$ cat src/rtl/eight_way_mux_arbiter_pkg.sv
// mux_arb_pkg: shared state encoding and widths for the eight-way mux arbiter
package mux_arb_pkg;
  typedef enum logic [1:0] {ARB_IDLE, ARB_GRANT, ARB_TURN} arb_state_t;
  localparam int NUM_REQ = 8;
  localparam int SEL_W = 3;
endpackage

$ cat src/rtl/eight_way_mux_arbiter_pick.sv
// rr_priority_pick: combinational round-robin pick; i_req/i_last in, o_winner/o_found out, scan starts at i_last+1 and ends at i_last
module rr_priority_pick
  import mux_arb_pkg::*;
(
  input  logic [NUM_REQ-1:0] i_req,
  input  logic [SEL_W-1:0]   i_last,
  output logic [SEL_W-1:0]   o_winner,
  output logic               o_found
);
  logic [SEL_W-1:0] w_idx;
  always_comb begin
    o_winner = i_last;
    o_found = 1'b0;
    w_idx = i_last;
    for (int i = 1; i <= NUM_REQ; i++) begin
      w_idx = i_last + SEL_W'(i);
      if (!o_found && i_req[w_idx]) begin
        o_winner = w_idx;
        o_found = 1'b1;
      end
    end
  end
endmodule

$ cat src/rtl/eight_way_mux_arbiter.sv
// eight_way_mux_arbiter: round-robin owner of the 8:1 mux; i_clk/i_reset/i_req in, o_grant/o_selector_bits/o_grant_valid/o_owner_cycles registered out
module eight_way_mux_arbiter
  import mux_arb_pkg::*;
#(
  parameter int MAX_HOLD = 4
) (
  input  logic               i_clk,
  input  logic               i_reset,
  input  logic [NUM_REQ-1:0] i_req,
  output logic [NUM_REQ-1:0] o_grant,
  output logic [SEL_W-1:0]   o_selector_bits,
  output logic               o_grant_valid,
  output logic [7:0]         o_owner_cycles
);
  arb_state_t         r_state;
  logic [SEL_W-1:0]   r_last;
  logic [SEL_W-1:0]   w_winner;
  logic               w_found;
  logic               w_release;
  rr_priority_pick u_pick (
    .i_req(i_req),
    .i_last(r_last),
    .o_winner(w_winner),
    .o_found(w_found)
  );
  assign w_release = !i_req[o_selector_bits] || o_owner_cycles == 8'(MAX_HOLD);
  always_ff @(posedge i_clk or posedge i_reset) begin
    if (i_reset) begin
      r_state <= ARB_IDLE;
      r_last <= 3'd7;
      o_grant <= '0;
      o_selector_bits <= '0;
      o_grant_valid <= 1'b0;
      o_owner_cycles <= '0;
    end else if (r_state == ARB_GRANT) begin
      if (w_release) begin
        r_state <= ARB_TURN;
        r_last <= o_selector_bits;
        o_grant <= '0;
        o_grant_valid <= 1'b0;
        o_owner_cycles <= '0;
      end else begin
        o_owner_cycles <= o_owner_cycles + 8'd1;
      end
    end else if (w_found) begin
      r_state <= ARB_GRANT;
      o_grant <= NUM_REQ'(1) << w_winner;
      o_selector_bits <= w_winner;
      o_grant_valid <= 1'b1;
      o_owner_cycles <= 8'd1;
    end else begin
      r_state <= ARB_IDLE;
    end
  end
endmodule

$ cat config.mk
export PLATFORM = sky130hd
export DESIGN_NAME = eight_way_mux_arbiter
export DESIGN_NICKNAME = d
export VERILOG_FILES = /design/src/rtl/eight_way_mux_arbiter_pkg.sv /design/src/rtl/eight_way_mux_arbiter_pick.sv /design/src/rtl/eight_way_mux_arbiter.sv
export SDC_FILE = /design/constraint.sdc
export NUM_CORES = 1
export LEC_CHECK = 0
export ABC_AREA = 1
export CORE_AREA = 2 2 64 66
export DETAILED_ROUTE_END_ITERATION = 10
export DIE_AREA = 0 0 66 68
export GPL_TIMING_DRIVEN = 0
export PLACE_DENSITY = 0.92
export SYNTH_ARGS = -nofsm -noshare
export SYNTH_HDL_FRONTEND = slang
export SYNTH_SLANG_ARGS = --single-unit
$ cat constraint.sdc
create_clock -name i_clk -period 5.9 [get_ports i_clk]
set_input_delay 1.77 -clock i_clk [delete_from_list [all_inputs] [get_ports i_clk]]
set_output_delay 1.77 -clock i_clk [all_outputs]
set_load 0.02 [all_outputs]
==> results.json <==
{
  "finalMaxSlewViolations": 0,
  "grt_max_degree": 26,
  "dp_hpwl_um": 3960,
  "fp.dieH_um": 68,
  "clock_latency_ns": 0.26,
  "synth_top_area_share": 0.252,
  "cts_hold_repair.buffers": 0,
  "synth_common_cells": "98 x nand2_1, 30 x inv_1, 27 x nand3_1",
  "grt_usage": 0.249,
  "min_from": "o_grant[5]",
  "die_w_um": 66,
  "antenna_cells": 0,
  "io-pin-count": 30,
  "ys_ff_latch": 25,
  "antenna_found_initial": 0,
  "postSynth.asyncResetShare": 1.00,
  "netlist_area_um2": 2190,
  "r2r-end": "o_grant[5]",
  "grt_pass1_vias": 2166,
  "yosysTopAreaCell": "dfrtp_1",
  "fill_cells": 317,
  "clockBufferDepth": 2,
  "place_congestion": 0.847,
  "hold_end": "o_grant[5]",
  "clkTransAtPathRegs_ns": 0.08,
  "clockRootBuffer": "clkbuf_8",
  "start_util": 0.567,
  "fmax_mhz": 262,
  "antenna_left": 0,
  "yosysWarnings": 0,
  "wl_per_cell_um": 13.3,
  "drc": 0,
  "critPathArrivalTime_ns": 4.02,
  "skew_ns": 0.00311,
  "endpoint_kind": "register",
  "vias": 2075,
  "drtPass1Iterations": 4,
  "pre_cts_ws_ns": 1.94,
  "dieArea_um2": 4490,
  "fin_crit_ns": 3.82,
  "rsz0062_at_grt": "no",
  "status": "finished clean",
  "cts.sinks": 25,
  "setup_tns_ns": 0,
  "synth_cells": 303,
  "synth_cell_types": 37,
  "crit_type": "in -> reg",
  "syn_avg_cell_area_um2": 7.22,
  "yosysSeqAreaShare": 0.288,
  "h-tree-depth": 1,
  "slew_headroom": 0.359,
  "synth_top_flop_cell": "dfrtp_1",
  "grt_pass1_wl_um": 8800,
  "maxCapViolations": 0,
  "core_um2": 3860,
  "setup_viol": 0,
  "drt_wl_total_um": 5130,
  "syn_to_final_growth_pct": 18.2,
  "rows": 23,
  "grt_remaining_overflow": 0,
  "drt-initial-drc-count": 112,
  "min_period_over_period": 0.648,
  "rr_startpoint": "r_last[1]",
  "worst-slew-pin-transition_ns": 0.960,
  "cts_resized": 0,
  "setup_slack_ns": 2.08,
  "min_path_type": "reg -> reg",
  "post_cts_buffers": 0,
  "reg2reg_depth": 18,
  "cp-start-kind": "primary input",
  "synth_enable_flop_cells": 0,
  "cp.required_ns": 6.10,
  "final_hold_viol_count": 0,
  "cts_tree": "built",
  "numPortBuffers": 29,
  "yosysMostFrequentCell": "nand2_1",
  "cp_max_fo": 8,
  "r2r_setup_slack_ns": 3.02,
  "viasPerCell": 5.38,
  "synth_area_leaders": "dfrtp_1 25%, nand2_1 17%, nand3_1 6.2%",
  "final_nets": 351,
  "hold-path-cell-count": 2,
  "syn-num-nets": 317,
  "cts_buffers": 3,
  "drive_above_1_share": 0.211
}
per-layer routing:
layer  global-route usage  part of all wire  vias to the layer above  routed length [um]
li1                     -                 -                     1028                   -
met4                0.128             0.011                        0                  54
met3               0.0543             0.048                        8                 244
met2                0.444              0.53                       66                2740
met1                0.282              0.41                      973                2100
met5                    0                 0                        -                   0
flip-flops by register name, summed over array words and instances (netlist names):
register,count
r_state,2
o_grant,8
r_last,3
o_owner_cycles,8
o_selector_bits,3
o_grant_valid,1
layout make-up:
type,instances,area [um^2],share of cell area
timing repair buffer,29,290,0.112
tap,50,62.6,0.0242
sequential,25,629,0.243
buffer,6,61.3,0.0237
multi-input combinational,226,1320,0.512
inverter,46,174,0.0673
clock buffer,4,45.0,0.0174
logic make-up after synthesis:
family | after synthesis | synth area share
compound gates | 32 | 0.0898
xor+xnor | 6 | 0.0309
fa+ha+maj | 4 | 0.0229
buf+inv | 52 | 0.108
flops | 25 | 0.288
simple gates | 184 | 0.461
worst max path at each step:
stage                        start    endpoint  cells past startpoint
final                     i_req[2]  o_grant[2]                     13
after global routing      i_req[2]  o_grant[7]                     13
after CTS                 i_req[2]  o_grant[2]                     13
after detailed placement  i_req[2]  o_grant[2]                     13
after global placement    i_req[2]  o_grant[2]                     13
after floorplan           i_req[6]  o_grant[0]                     13
worst max-delay path: stages:
cell and delay, ns:
clkdlybuf4s50_1 0.56, o21ai_0 0.10, o22ai_1 0.18, inv_1 0.05, o21ai_0 0.36, nand3_2 0.24, inv_1 0.22, nor2_4 0.09
inv_1 0.08, nand2_1 0.10, inv_2 0.12, nand2_1 0.07, o21ai_1 0.07
through the flow:
| step | hold WS [ns] | instance area (um^2) | std cells | util |
|---|---|---|---|---|
| floorplan | 0.540 | 2190 | 303 | - |
| global placement | 0.468 | 2540 | 382 | 0.659 |
| detailed placement | 0.470 | 2540 | 382 | 0.659 |
| CTS | 0.490 | 2580 | 386 | 0.670 |
| global route | 0.529 | 2580 | 386 | 0.670 |
| finish | 0.487 | 2580 | 386 | 0.670 |
placed cells by master, fill, tap and decap left out, types with 2 or more instances in the layout:
cell | netlist | final
dfstp_2 | 3 | 3
a21oi_1 | 2 | 2
o21bai_1 | 2 | 2
nand4_4 | 2 | 2
dfrtp_1 | 22 | 22
nand2_4 | 7 | 7
nand3_1 | 27 | 27
o22ai_1 | 6 | 6
inv_2 | 14 | 14
o21ai_1 | 8 | 8
nor2_2 | 3 | 3
o21ai_0 | 10 | 10
nor2_4 | 3 | 3
nand3_2 | 12 | 12
nand2_1 | 98 | 98
inv_1 | 30 | 30
nand2_2 | 10 | 10
xor2_1 | 3 | 3
nor3_1 | 3 | 3
clkdlybuf4s50_1 | 0 | 29
nand3_4 | 2 | 2
nand4_1 | 3 | 3
ha_1 | 4 | 4
clkbuf_8 | 0 | 3
buf_6 | 5 | 5
nor2_1 | 11 | 11
Power is left out: the tool's default activity adds up to more than one toggle a clock period on the data nets, which glitch-free logic cannot reach.
